$ cat src/rtl/fpu_mon_pkg.sv
// Shared definitions for the FPU exception-flag monitor: opcode, rule indices
// and the violation record layout.
package fpu_mon_pkg;

  localparam logic [2:0] DIV_OP    = 3'd3;
  localparam int         NUM_RULES = 3;
  localparam int         REC_TS_W  = 32;

  typedef enum logic [1:0] {
    R_OVF_UNF  = 2'd0,
    R_DBZ_MISS = 2'd1,
    R_DBZ_SPUR = 2'd2
  } rule_e;

  typedef logic [NUM_RULES-1:0] rule_mask_t;

  typedef struct packed {
    rule_mask_t            rules;
    logic [REC_TS_W-1:0]   ts;
  } rec_t;

endpackage

$ cat src/rtl/fpu_mon_fifo.sv
// Small synchronous FIFO for violation records, with flush.
// A push is accepted when the FIFO is full only if a pop happens in the same cycle.
module fpu_mon_fifo
  import fpu_mon_pkg::*;
#(
  parameter int  DEPTH = 4,
  parameter type T     = rec_t
) (
  input  logic clk,
  input  logic rst_n,
  input  logic clr_i,
  input  logic push_i,
  input  T     din_i,
  input  logic pop_i,
  output T     dout_o,
  output logic full_o,
  output logic empty_o
);

  localparam int AW = $clog2(DEPTH);

  T           mem_q [DEPTH];
  logic [AW:0] wr_ptr_q, rd_ptr_q;
  logic        do_push, do_pop;

  // The extra pointer bit separates full from empty; wrap is modulo DEPTH.
  assign empty_o = (wr_ptr_q == rd_ptr_q);
  assign full_o  = (wr_ptr_q[AW] != rd_ptr_q[AW]) &&
                   (wr_ptr_q[AW-1:0] == rd_ptr_q[AW-1:0]);
  assign do_pop  = pop_i & ~empty_o;
  assign do_push = push_i & (~full_o | do_pop);
  assign dout_o  = mem_q[rd_ptr_q[AW-1:0]];

  always_ff @(posedge clk or negedge rst_n) begin
    if (!rst_n) begin
      wr_ptr_q <= '0;
      rd_ptr_q <= '0;
    end else if (clr_i) begin
      wr_ptr_q <= '0;
      rd_ptr_q <= '0;
    end else begin
      if (do_push) wr_ptr_q <= wr_ptr_q + 1'b1;
      if (do_pop)  rd_ptr_q <= rd_ptr_q + 1'b1;
    end
  end

  // NOTE: storage is not reset; the pointers define which entries are live,
  // and the top masks the head record whenever the FIFO is empty.
  always_ff @(posedge clk) begin
    if (do_push && !clr_i) mem_q[wr_ptr_q[AW-1:0]] <= din_i;
  end

endmodule

$ cat src/rtl/fpu_flag_monitor.sv
// Watches FPU exception flags for inconsistent combinations, keeps sticky flags,
// saturating counters and a FIFO of time-stamped violation records.
module fpu_flag_monitor
  import fpu_mon_pkg::*;
#(
  parameter int WIDTH = 32,
  parameter int CNT_W = 16,
  parameter int TS_W  = 32,
  parameter int DEPTH = 4
) (
  input  logic                   clk,
  input  logic                   rst_n,
  input  logic                   in_valid,
  input  logic [2:0]             fpu_op,
  input  logic [WIDTH-1:0]       opb,
  input  logic                   overflow,
  input  logic                   underflow,
  input  logic                   div_by_zero,
  input  logic [2:0]             rule_en,
  input  logic                   clear,
  output logic                   rec_valid,
  input  logic                   rec_ready,
  output logic [2:0]             rec_rules,
  output logic [TS_W-1:0]        rec_time,
  output logic [2:0]             viol_sticky,
  output logic [3*CNT_W-1:0]     viol_cnt,
  output logic [CNT_W-1:0]       drop_cnt,
  output logic                   irq
);

  // Same layout as rec_t, but with the timestamp sized by TS_W.
  typedef struct packed {
    rule_mask_t        rules;
    logic [TS_W-1:0]   ts;
  } mon_rec_t;

  rule_mask_t                        hit_d, hit_q, sticky_q;
  logic [TS_W-1:0]                   ts_q, samp_ts_q;
  logic [NUM_RULES-1:0][CNT_W-1:0]   cnt_q;
  logic [CNT_W-1:0]                  drop_q;
  logic                              irq_q;
  logic                              dbz_cond;
  logic                              push, pop, fifo_full, fifo_empty, drop;
  mon_rec_t                          push_rec, head_rec;

  // NOTE: every always_comb output gets a default first so no latch is inferred.
  always_comb begin
    // Shifting out the sign bit makes +0 and -0 both count as zero.
    dbz_cond = (fpu_op == DIV_OP) && ((opb << 1) == '0);
    hit_d    = '0;
    if (in_valid) begin
      hit_d[R_OVF_UNF]  = overflow & underflow;
      hit_d[R_DBZ_MISS] = dbz_cond & ~div_by_zero;
      hit_d[R_DBZ_SPUR] = div_by_zero & ~dbz_cond;
      hit_d             = hit_d & rule_en;
    end
  end

  // NOTE: sequential state uses non-blocking assignments only.
  always_ff @(posedge clk or negedge rst_n) begin
    if (!rst_n) begin
      ts_q      <= '0;
      hit_q     <= '0;
      samp_ts_q <= '0;
    end else begin
      ts_q <= ts_q + 1'b1;
      if (clear) begin
        hit_q     <= '0;
        samp_ts_q <= '0;
      end else begin
        hit_q     <= hit_d;
        samp_ts_q <= ts_q;
      end
    end
  end

  assign push     = (|hit_q) & ~clear;
  assign pop      = rec_ready & rec_valid;
  assign drop     = push & fifo_full & ~pop;
  assign push_rec = '{rules: hit_q, ts: samp_ts_q};

  always_ff @(posedge clk or negedge rst_n) begin
    if (!rst_n) begin
      sticky_q <= '0;
      cnt_q    <= '0;
      drop_q   <= '0;
      irq_q    <= 1'b0;
    end else begin
      irq_q <= |sticky_q;
      if (clear) begin
        sticky_q <= '0;
        cnt_q    <= '0;
        drop_q   <= '0;
      end else begin
        sticky_q <= sticky_q | hit_q;
        for (int i = 0; i < NUM_RULES; i++) begin
          if (hit_q[i] && (cnt_q[i] != '1)) cnt_q[i] <= cnt_q[i] + 1'b1;
        end
        if (drop && (drop_q != '1)) drop_q <= drop_q + 1'b1;
      end
    end
  end

  fpu_mon_fifo #(
    .DEPTH (DEPTH),
    .T     (mon_rec_t)
  ) u_fifo (
    .clk     (clk),
    .rst_n   (rst_n),
    .clr_i   (clear),
    .push_i  (push),
    .din_i   (push_rec),
    .pop_i   (pop),
    .dout_o  (head_rec),
    .full_o  (fifo_full),
    .empty_o (fifo_empty)
  );

  assign rec_valid   = ~fifo_empty;
  assign rec_rules   = rec_valid ? head_rec.rules : '0;
  assign rec_time    = rec_valid ? head_rec.ts : '0;
  assign viol_sticky = sticky_q;
  assign viol_cnt    = cnt_q;
  assign drop_cnt    = drop_q;
  assign irq         = irq_q;

endmodule
$ cat config.mk
export PLATFORM = sky130hd
export DESIGN_NAME = fpu_flag_monitor
export DESIGN_NICKNAME = d
export VERILOG_FILES = /design/src/rtl/fpu_mon_pkg.sv /design/src/rtl/fpu_mon_fifo.sv /design/src/rtl/fpu_flag_monitor.sv
export SDC_FILE = /design/constraint.sdc
export NUM_CORES = 1
export LEC_CHECK = 0
export BUFFER_PORTS_ARGS = -buffer_cell sky130_fd_sc_hd__buf_2
export CAP_MARGIN = 30
export CORE_MARGIN = 1
export CORE_UTILIZATION = 45
export DETAILED_ROUTE_END_ITERATION = 12
export SYNTH_ARGS = -nofsm -noshare
export SYNTH_HDL_FRONTEND = slang
export SYNTH_HIERARCHICAL = 1
export SYNTH_SLANG_ARGS = --single-unit
export TNS_END_PERCENT = 1
$ cat constraint.sdc
create_clock -name clk -period 3.3 [get_ports clk]
set_input_delay 0.495 -clock clk [delete_from_list [all_inputs] [get_ports clk]]
set_output_delay 0.495 -clock clk [all_outputs]
set_load 0.1 [all_outputs]
---- Word level (Yosys, flattened, before mapping) ----
Memory sizes are Yosys's and may differ from the RTL's.
Cells that the tools add are included.
word-level totals
  memories ................................ 1
  register bits after elaboration ......... 141
  output and inout port bits .............. 104
  bits in writable memories ............... 140
memory list
  name          depth  width  rd ports  clocked after memory_dff  wr ports  line                text
  u_fifo.mem_q  4      35     1         0                         1         fpu_mon_fifo.sv:22  T mem_q [DEPTH];
cells by class
  reductions and logical operators ........ 17
  mux-type cells .......................... 18
  equality and inequality tests ........... 8
  add/subtract/negate cells ............... 7
  bitwise gates (word level) .............. 18
operator list
  cell                                            number
  2-to-1 mux 16 bit                               5
  adder 16 x 1 -> 16 bit (second input constant)  4
  2-to-1 mux 32 bit                               2
  != test 16 bit (second input constant)          4
  2-to-1 mux 48 bit                               1
  adder 32 x 1 -> 32 bit (second input constant)  1
  zero test 32 bit                                1
  2-to-1 mux 3 bit                                8
  nonzero test 2 bit                              6
  AND 1 bit                                       9
  logical AND 1 bit                               7
  adder 3 x 1 -> 3 bit (second input constant)    2
  inverter 1 bit                                  6
  OR reduction 3 bit                              2
  AND 3 bit                                       1
  == test 3 x 2 -> 1 bit (second input constant)  1
  == test 3 bit                                   1
  bitwise OR 3 bit                                1
  == test 2 bit                                   1
  2-to-1 mux 1 bit                                2
  zero test 1 bit                                 1
  != test 1 bit                                   1
  bitwise OR 1 bit                                1

---- Logic depth before layout (Yosys ltp) ----
Gate-level depths: netlist (run 1).
  word-level depth ........................ 9
  mapped depth ............................ 9

---- By module ----
The synthesis (run 1) kept the hierarchy.
by module, submodules not included
  module            cells each  instances  area an instance (µm²)
  fpu_flag_monitor  611         1          6267.3
  fpu_mon_fifo      238         1          5612.9

---- Worst setup path after synthesis (run 1) ----
No wires, ideal clock.
  path type ............................... register to output
  start point ............................. register u_fifo.rd_ptr_q[1]
  end point ............................... output port rec_time[10]
  slack ................................... 0.330 ns
  arrival ................................. 2.475 ns
  stages on the path, launching flop included .. 7
  path buffers ............................ 2
  data required time ...................... 2.805 ns
  cell sequence ........................... dfrtp_1 buf_4 xnor2_4 nand2_1 nor2_1 clkbuf_1 nor2b_1
on the way
  longest elaborated chain between the ends .. 2
RTL lines
  item                      line                     text
  start: declaration        fpu_mon_fifo.sv:23       logic [AW:0] wr_ptr_q, rd_ptr_q;
  start signal: assignment  fpu_mon_fifo.sv:43       if (do_pop) rd_ptr_q <= rd_ptr_q + 1'b1;
  == test 3 bit             fpu_mon_fifo.sv:27       assign empty_o = (wr_ptr_q == rd_ptr_q);
  net fifo_empty            fpu_flag_monitor.sv:43   logic push, pop, fifo_full, fifo_empty, drop;
  2-to-1 mux 32 bit         fpu_flag_monitor.sv:121  assign rec_time = rec_valid ? head_rec.ts : '0;
  end: declaration          fpu_flag_monitor.sv:24   output logic [TS_W-1:0] rec_time,
The timed path passes the listed nets, and every way through them passes these cells.

---- Worst setup path after layout (run 1) ----
  start point ............................. register u_fifo.wr_ptr_q[0]
  end point ............................... output port rec_time[0]
on the way
  longest elaborated chain between the ends .. 2
RTL lines
  item                      line                     text
  start: declaration        fpu_mon_fifo.sv:23
  start signal: assignment  fpu_mon_fifo.sv:42       if (do_push) wr_ptr_q <= wr_ptr_q + 1'b1;
  == test 3 bit             fpu_mon_fifo.sv:27
  net fifo_empty            fpu_flag_monitor.sv:43
  2-to-1 mux 32 bit         fpu_flag_monitor.sv:121
The timed path passes the listed nets, and every way through them passes these cells.

==> results.sh, run 1 <==
export IMPL_max_clock_freq_mhz=333
export IMPL_insertedDiodeCount=0
export IMPL_wirelength_um=23200
export IMPL_fin_crit_sh_pct=91.1
export IMPL_ctsResizeCount=0
export IMPL_ranking_of_synthesized_cells_by_area="sky130_fd_sc_hd__edfxtp_1, sky130_fd_sc_hd__dfrtp_1, sky130_fd_sc_hd__mux4_2, sky130_fd_sc_hd__nor2b_1, sky130_fd_sc_hd__xnor2_1"
export IMPL_grt_util_all_layers_pct=17.6
export IMPL_yosysTopAreaCell="sky130_fd_sc_hd__edfxtp_1"
export IMPL_worst_endpoint_arrival_ns=2.51
export IMPL_timing_setup_tns_ns=0
export IMPL_gp_congestion=0.760
export IMPL_placement_rows=59
export IMPL_route_detailed_wl_per_inst_um=16.8
export IMPL_start_util_pct=45.7
export IMPL_ir_drop_uv=531
export IMPL_ys_async_sr_fraction_pct=50.2
export IMPL_cts_htree_levels=1
export IMPL_critical_path_startpoint_type="flop"
export IMPL_dieHeight_um=164
export IMPL_end_kind="output port"
export IMPL_syn_avg_cell_area_um2=14.0
export IMPL_grt_pass1_vias=7087
export IMPL_ioPinCount=150
export IMPL_outcome="complete, no violations"
export IMPL_cell_at_the_root_of_the_clock_tree="sky130_fd_sc_hd__clkbuf_16"
export IMPL_synthesis_nets=905
export IMPL_syn_cell_area_um2=11900
export IMPL_numCtsBuffers=28
export IMPL_leakage_power_nw=5.70
export IMPL_post_drt_via_cell_ratio=5.25
export IMPL_fin_crit_ns=3.01
export IMPL_drtPass1Iterations=4
export IMPL_postSynthCellCount=849
export IMPL_postCtsSetupRepairBufs=0
export IMPL_clock_latency_ns=0.54
export IMPL_layout_cells_most_common_list="sky130_fd_sc_hd__buf_2, sky130_fd_sc_hd__edfxtp_1, sky130_fd_sc_hd__dfrtp_1"
export IMPL_synth_ff_latch_count=281
export IMPL_number_of_enable_flip_flop_cells_after_synthesis=140
export IMPL_worstPathRequired_ns=2.80
export IMPL_io_buffers=148
export IMPL_grt_overflow_total=0
export IMPL_timing_max_slew_rel_slack_pct=45.1
export IMPL_tritoncts="done"
export IMPL_antenna_found_initial=0
export IMPL_largest_net_degree_at_the_start_of_global_routing=88
export IMPL_detailed_place_hpwl_um=14600
export IMPL_crit_type="reg -> out"
export IMPL_most_common_cell_after_layout_fill_and_taps_aside="sky130_fd_sc_hd__buf_2"
export IMPL_area_inside_the_core_boundary_um2=26000
export IMPL_grt_pass1_wl_um=37400
export IMPL_hold_violations=0
export IMPL_layout_cells_non_filler=1379
export IMPL_die_width_um=164
export IMPL_timing_max_transition_violations_final=0
export IMPL_dr_first_iter_drc_count=302
export IMPL_dpl_cell_count=1327
export IMPL_drive_above_1_share_pct=25.7
export IMPL_final_antenna_net_count=0
export IMPL_number_of_nets_in_the_layout=1078
export IMPL_p_per_area_nw_per_um2=502
export IMPL_cap_viol_max_count=0
export IMPL_tritoncts_num_sinks=281
export IMPL_flow_area_growth_from_synthesis_pct=18.0
export IMPL_ys_warn_count=6
export IMPL_final_clock_skew_ns=0.0146
export IMPL_timing_hold_worst_class="in -> async"
export IMPL_cts_hold_buffers_added=0
export IMPL_num_vias=7235
export IMPL_drcViolationCount=0
export IMPL_post_synth_num_cell_types=57
export IMPL_synth_largest_type_area_fraction_pct=35.4
export IMPL_ys_seq_area_share_pct=65.1
export IMPL_cts_clk_slew_worst_paths_ns=0.07
export IMPL_ys_flop_type="sky130_fd_sc_hd__dfrtp_1"
export IMPL_tightestPinTransition_ns=0.824
export IMPL_finalSetupViolCount=0
export IMPL_rsz0062_at_grt="no"
export IMPL_crit_fanout=34
export IMPL_clock_tree_buffer_depth=3
export IMPL_die_area_um2=27100
-- layer usage --
layer	routed length, um	GRT usage, %
met5	0	0
met4	345	3.63
met3	1270	3.37
met2	10800	28.2
met1	10700	25.0
-- worst paths after layout --
kind                       cells after the start  slack [ns]               start                  end
hold / removal                                 1        0.02               rst_n         viol_cnt[44]
setup / recovery                               6        0.29  u_fifo/wr_ptr_q[0]          rec_time[0]
max in group asynchronous                      2        2.47               rst_n        samp_ts_q[18]
min in group clk                               3        0.22         div_by_zero             hit_q[2]
setup reg to reg                               8        0.70  u_fifo/wr_ptr_q[0]  u_fifo/mem_q[3][26]
hold reg to reg                                1        0.47            ts_q[31]             ts_q[31]
-- synthesized netlist by cell type (8+ instances only) --
cell,n
sky130_fd_sc_hd__clkbuf_1,13
sky130_fd_sc_hd__ha_1,10
sky130_fd_sc_hd__mux4_2,35
sky130_fd_sc_hd__nand4_1,23
sky130_fd_sc_hd__a21oi_1,10
sky130_fd_sc_hd__dfrtp_1,141
sky130_fd_sc_hd__nand2_1,36
sky130_fd_sc_hd__nand2b_1,8
sky130_fd_sc_hd__nand3_1,36
sky130_fd_sc_hd__nor2_1,81
sky130_fd_sc_hd__and4_1,12
sky130_fd_sc_hd__nor2b_1,67
sky130_fd_sc_hd__xnor2_1,40
sky130_fd_sc_hd__edfxtp_1,140
sky130_fd_sc_hd__nor4_1,16
sky130_fd_sc_hd__xor2_1,32
sky130_fd_sc_hd__o21ai_0,10
sky130_fd_sc_hd__nor3_1,23
sky130_fd_sc_hd__or3_1,9
sky130_fd_sc_hd__and3_1,10
sky130_fd_sc_hd__inv_1,18
-- area by class of cell --
| class | count | area (um2) |
|---|---|---|
| Timing Repair Buffer | 167 | 930 |
| Multi-Input combinational cell | 526 | 3970 |
| Clock inverter | 19 | 165 |
| Clock buffer | 33 | 739 |
| Inverter | 18 | 67.6 |
| Fill cell | 2188 | 12000 |
| Sequential cell | 281 | 7730 |
| Tap cell | 335 | 419 |
-- cell families (layout without fill, tap and decap cells) --
kind of cell    after synthesis  after routing  synth area share, %
simple gates                350            350                 16.1
flops                       281            281                 65.1
xor+xnor                     75             75                 5.81
compound gates               46             46                 2.79
mux                          45             45                 7.54
buf+inv                      42            237                 1.59
fa+ha+maj                    10             10                 1.05
-- flip-flops by register name, summed over array words and instances (netlist names) --
register         cells
u_fifo/mem_q       140
viol_sticky          3
hit_q                3
drop_cnt            16
u_fifo/wr_ptr_q      3
viol_cnt            48
u_fifo/rd_ptr_q      3
ts_q                32
irq                  1
samp_ts_q           32
-- power breakdown --
group / internal [mW] / switching (mW) / leakage [nW]
Combinational: 0.0591 / 0.222 / 2.01
Clock: 1.77 / 1.32 / 0.447
Sequential: 3.67 / 0.00701 / 3.25
-- critical path, stage by stage, from the launching register on --
cell and delay (ns):
sky130_fd_sc_hd__dfrtp_1 0.45, sky130_fd_sc_hd__xnor2_2 0.41, sky130_fd_sc_hd__nand2_1 0.18, sky130_fd_sc_hd__nor2_4 0.18, sky130_fd_sc_hd__buf_12 0.21, sky130_fd_sc_hd__and2b_1 0.24
sky130_fd_sc_hd__buf_2 0.30
-- through the flow --
step	power [mW]	utilization (%)	instance area [um2]	setup slack (ns)	hold slack [ns]
after floorplan	3.93	-	11900	0.330	0.199
after global placement	4.03	50.5	13100	0.706	0.454
after detailed placement	4.03	50.5	13100	0.686	0.462
after CTS	7.12	54.0	14000	0.221	0.0648
after global routing	7.27	54.0	14000	0.123	0.0856
final	7.04	54.0	14000	0.293	0.0206
No activity file was read; power rests on OpenSTA's default activity.
==> inputs of run 2 (changes only) <==
clock period = 3.1 ns   (was 3.3 ns; I/O delays follow)
==> run 2 against run 1 <==
Compared with the run above: power rose by 8.1%; first-iteration DRC count is 31% higher; die area stayed put; clock power is 10% higher; largest cell class unchanged; worst setup slack worse by 0.14 ns.
==> results.sh, run 2 (synthesis results as in run 1) <==
export IMPL_outcome="complete, no violations"
export IMPL_tritoncts_num_sinks=281
export IMPL_crit_fanout=36
export IMPL_flow_area_growth_from_synthesis_pct=18.8
export IMPL_cts_htree_levels=1
export IMPL_fin_util_pct=54.3
export IMPL_most_common_cell_after_layout_fill_and_taps_aside="sky130_fd_sc_hd__buf_2"
export IMPL_worstPathRequired_ns=2.63
export IMPL_timing_max_slew_rel_slack_pct=44.2
export IMPL_number_of_nets_in_the_layout=1081
export IMPL_grt_pass1_vias=7226
export IMPL_placement_rows=59
export IMPL_wirelength_um=23600
export IMPL_io_buffers=148
export IMPL_insertedDiodeCount=0
export IMPL_num_vias=7257
export IMPL_ir_drop_uv=394
export IMPL_crit_type="reg -> out"
export IMPL_p_per_area_nw_per_um2=540
export IMPL_grt_util_all_layers_pct=18.0
export IMPL_dr_first_iter_drc_count=397
export IMPL_timing_max_transition_violations_final=0
export IMPL_cell_at_the_root_of_the_clock_tree="sky130_fd_sc_hd__clkbuf_16"
export IMPL_rsz0062_at_grt="no"
export IMPL_grt_pass1_wl_um=38100
export IMPL_gp_congestion=0.776
export IMPL_largest_net_degree_at_the_start_of_global_routing=64
export IMPL_layout_cells_most_common_list="sky130_fd_sc_hd__buf_2, sky130_fd_sc_hd__edfxtp_1, sky130_fd_sc_hd__dfrtp_1"
export IMPL_final_clock_skew_ns=0.0119
export IMPL_fin_crit_sh_pct=95.2
export IMPL_die_area_um2=27100
export IMPL_hold_start="div_by_zero"
export IMPL_cap_viol_max_count=0
export IMPL_crit_path_max_incr_delay_ns=0.45
export IMPL_dpl_cell_count=1328
export IMPL_grt_overflow_total=0
export IMPL_timing_critical_path_cells="xnor2_2, nand2_1, nor2_4, buf_12, and2b_1, buf_2"
export IMPL_number_of_flip_flops_under_the_largest_register_name=140
export IMPL_detailed_place_hpwl_um=14700
export IMPL_timing_setup_tns_ns=0
export IMPL_timing_hold_worst_class="in -> reg"
export IMPL_fin_crit_ns=2.95
export IMPL_final_antenna_net_count=0
export IMPL_cts_clk_slew_worst_paths_ns=0.06
export IMPL_drcViolationCount=0
export IMPL_layout_cells_non_filler=1383
export IMPL_drtPass1Iterations=6
export IMPL_clock_tree_buffer_depth=3
export IMPL_hold_violations=0
export IMPL_die_width_um=164
export IMPL_clock_latency_ns=0.54
export IMPL_post_drt_via_cell_ratio=5.25
export IMPL_start_point_of_the_critical_path="u_fifo/wr_ptr_q[0]"
export IMPL_route_detailed_wl_per_inst_um=17.0
export IMPL_antenna_found_initial=0
export IMPL_nFillCells=2220
export IMPL_finalSetupViolCount=0
export IMPL_end_kind="output port"
export IMPL_critical_path_slowest_cell="sky130_fd_sc_hd__dfrtp_1"
export IMPL_dieHeight_um=164
export IMPL_area_inside_the_core_boundary_um2=26000
export IMPL_max_clock_freq_mhz=339
export IMPL_tightestPinTransition_ns=0.829
export IMPL_drive_above_1_share_pct=25.1
export IMPL_ff_to_ff_start="u_fifo/wr_ptr_q[0]"
export IMPL_leakage_power_nw=5.72
export IMPL_tritoncts="done"
export IMPL_start_util_pct=45.7
export IMPL_critical_path_startpoint_type="flop"
export IMPL_ioPinCount=150
export IMPL_numCtsBuffers=29
export IMPL_worst_endpoint_arrival_ns=2.48
run 2: changes by cell type in the layout (fill, tap and decap cells not counted), sizes merged:
cell | before | now
clkbuf | 33 | 39
clkinv | 13 | 9
buf | 167 | 168
bufinv | 2 | 3
dlygate4sd3 | 0 | 1
inv | 20 | 19
run 2: per-layer routing:
layer | vias to the layer above | GRT usage (%) | part of all wire (%)
met3 | 26 | 3.29 | 4.6
met5 | - | 0 | 0
met2 | 138 | 28.8 | 47
met4 | 0 | 3.71 | 1.3
met1 | 3636 | 25.7 | 47
li1 | 3457 | - | -
run 2: path summary, 6_finish.rpt:
| path | to | cells after the start | slack [ns] |
|---|---|---|---|
| setup / recovery | rec_time[0] | 6 | 0.15 |
| min in group asynchronous | viol_cnt[44] | 2 | 0.47 |
| hold / removal | hit_q[2] | 3 | 0.20 |
| setup reg to reg | drop_cnt[15] | 8 | 0.51 |
| hold reg to reg | ts_q[31] | 1 | 0.47 |
| max in group asynchronous | viol_sticky[1] | 3 | 1.86 |
run 2: layout make-up:
class,instances,area (um2),share of cell area [%]
well taps,335,419,2.97
multi-input cells,526,3970,28.1
inverters,18,67.6,0.479
clock buffers,39,783,5.55
repair buffers,169,985,6.98
flip-flops and latches,281,7730,54.8
clock inverters,15,155,1.10
run 2: worst max-delay path: cells and delay by family, from the launching register on:
kind | cells | cell delay, ns
flip-flops | 1 | 0.45
XOR/XNOR | 1 | 0.41
AND/OR/NAND/NOR | 3 | 0.57
buffers and inverters | 2 | 0.53
run 2: repair_timing:
item / 4_1_cts / 5_1_grt
setup buffers: 0 / 0
gates resized for setup: 0 / 0
endpoints found under the hold margin: 54 / 0
hold buffers: 1 / 0
run 2: power breakdown:
| part | internal, mW | switching (mW) | leakage (nW) |
|---|---|---|---|
| clock network | 2.02 | 1.38 | 0.450 |
| logic | 0.0643 | 0.239 | 2.02 |
| registers | 3.91 | 0.00720 | 3.25 |
| total | 5.99 | 1.63 | 5.72 |
run 2: through the flow:
step / hold slack (ns) / setup slack, ns / area, um2 / total power [mW]
finish: 0.199 / 0.150 / 14100 / 7.62
global route: 0.210 / 0.0133 / 14100 / 7.88
CTS: 0.176 / 0.109 / 14100 / 7.72
detailed placement: 0.465 / 0.487 / 13200 / 4.30
global placement: 0.452 / 0.500 / 13200 / 4.29
floorplan: 0.169 / 0.160 / 11900 / 4.18
==> inputs of run 3 (changes only) <==
PLACE_DENSITY = 0.75   (was not set)
==> run 3 against run 2 <==
Compared with the run above: combinational power fell by 2%; fmax is 0.34% lower; via count increased by 0.12%; global-route usage fell by 0.98 points; critical endpoint unchanged; largest cell class unchanged.
==> results.sh, run 3 (synthesis results as in run 1) <==
export IMPL_grt_pass1_wl_um=36200
export IMPL_p_per_area_nw_per_um2=537
export IMPL_cts_clk_slew_worst_paths_ns=0.06
export IMPL_cts_htree_levels=1
export IMPL_grt_util_all_layers_pct=17.0
export IMPL_cell_at_the_root_of_the_clock_tree="sky130_fd_sc_hd__clkbuf_16"
export IMPL_max_clock_freq_mhz=338
export IMPL_antenna_found_initial=0
export IMPL_tritoncts="done"
export IMPL_dp_worst_setup_slack_ns=0.551
export IMPL_timing_max_slew_rel_slack_pct=38.3
export IMPL_largest_net_degree_at_the_start_of_global_routing=88
export IMPL_fin_crit_ns=2.96
export IMPL_tritoncts_num_sinks=281
export IMPL_number_of_nets_in_the_layout=1078
export IMPL_placement_rows=59
export IMPL_num_vias=7266
export IMPL_final_clock_skew_ns=0.00942
export IMPL_finalSetupViolCount=0
export IMPL_route_detailed_wl_per_inst_um=16.4
export IMPL_final_antenna_net_count=0
export IMPL_nFillCells=2119
export IMPL_hold_ws_ns=0.196
export IMPL_die_width_um=164
export IMPL_wirelength_um=22600
export IMPL_outcome="complete, no violations"
export IMPL_layout_cells_most_common_list="sky130_fd_sc_hd__buf_2, sky130_fd_sc_hd__dfrtp_1, sky130_fd_sc_hd__edfxtp_1"
export IMPL_worst_endpoint_arrival_ns=2.49
export IMPL_io_buffers=148
export IMPL_finish_instance_area_um2=14100
export IMPL_ir_drop_uv=408
export IMPL_insertedDiodeCount=0
export IMPL_fin_crit_sh_pct=95.5
export IMPL_start_util_pct=45.7
export IMPL_design_power_total_mw=7.55
export IMPL_flow_area_growth_from_synthesis_pct=18.4
export IMPL_final_setup_worst_slack_ns=0.140
export IMPL_grt_overflow_total=0
export IMPL_drive_above_1_share_pct=24.8
export IMPL_detailed_place_hpwl_um=14200
export IMPL_worstPathRequired_ns=2.63
export IMPL_post_drt_via_cell_ratio=5.27
export IMPL_clock_latency_ns=0.53
export IMPL_ioPinCount=150
export IMPL_fin_util_pct=54.1
export IMPL_critical_path_startpoint_type="flop"
export IMPL_hold_violations=0
export IMPL_crit_type="reg -> out"
export IMPL_crit_fanout=25
export IMPL_sequential_cell_area_um2=7730
export IMPL_dr_first_iter_drc_count=423
export IMPL_timing_max_transition_violations_final=0
export IMPL_timing_hold_worst_class="in -> reg"
export IMPL_placed_area_um2=13100
export IMPL_numCtsBuffers=29
export IMPL_drtPass1Iterations=6
export IMPL_dpl_cell_count=1325
export IMPL_multi_input_comb_area_um2=3970
export IMPL_postCtsSetupRepairBufs=0
export IMPL_cap_viol_max_count=0
export IMPL_tightestPinTransition_ns=0.926
export IMPL_rsz0062_at_grt="no"
export IMPL_most_common_cell_after_layout_fill_and_taps_aside="sky130_fd_sc_hd__buf_2"
export IMPL_layout_cells_non_filler=1379
export IMPL_area_inside_the_core_boundary_um2=26000
export IMPL_number_of_flip_flops_under_the_largest_register_name=140
export IMPL_timing_setup_tns_ns=0
export IMPL_dieHeight_um=164
export IMPL_grt_pass1_vias=7142
export IMPL_clock_tree_buffer_depth=3
export IMPL_die_area_um2=27100
export IMPL_gp_congestion=0.856
export IMPL_drcViolationCount=0
export IMPL_end_kind="output port"
export IMPL_leakage_power_nw=5.70
run 3: cell count changes in the layout (fill, tap and decap cells not counted), sizes merged:
cell	change
buf	-3
bufinv	-1
clkbuf	+3
clkinv	-2
clkinvlp	-1
run 3: path summary, 6_finish.rpt:
path,slack (ns),to,cells after the start,start
max,0.14,rec_time[0],4,u_fifo/rd_ptr_q[0]
min,0.20,hit_q[2],3,div_by_zero
max reg2reg,0.55,u_fifo/mem_q[3][16],8,u_fifo/wr_ptr_q[0]
min reg2reg,0.47,ts_q[31],1,ts_q[31]
max in group asynchronous,1.78,samp_ts_q[25],3,rst_n
min in group asynchronous,0.55,viol_cnt[44],2,rst_n
run 3: final cells by class:
class	count	share of cell area, %
flip-flops and latches	281	55.0
multi-input cells	526	28.3
repair buffers	166	6.69
clock buffers	42	5.79
well taps	335	2.98
clock inverters	11	0.801
inverters	18	0.481
run 3: report_power, final:
part / switching (mW) / internal, mW
Combinational: 0.235 / 0.0625
Sequential: 0.00773 / 3.91
Clock: 1.35 / 1.99
Total: 1.59 / 5.95
run 3: repair_timing:
action / 4_1_cts / 5_1_grt
gates resized for setup: 1 / 1
endpoints found under the hold margin: 70 / 0
setup endpoints to repair: 2 / 2
hold buffers: 1 / 0
pin swaps: 0 / 0
run 3: metal layers:
layer | up-vias | track usage [%] | part of all wire, %
met5 | - | 0 | 0
li1 | 3461 | - | -
met2 | 173 | 28.7 | 49
met1 | 3591 | 22.5 | 44
met3 | 41 | 3.04 | 4.7
met4 | 0 | 4.84 | 2.1
run 3: critical path: stages, from the launching register on:
cell and delay, ns:
sky130_fd_sc_hd__dfrtp_2 0.42, sky130_fd_sc_hd__buf_4 0.47, sky130_fd_sc_hd__mux4_2 0.61, sky130_fd_sc_hd__and2b_1 0.17
sky130_fd_sc_hd__buf_2 0.28
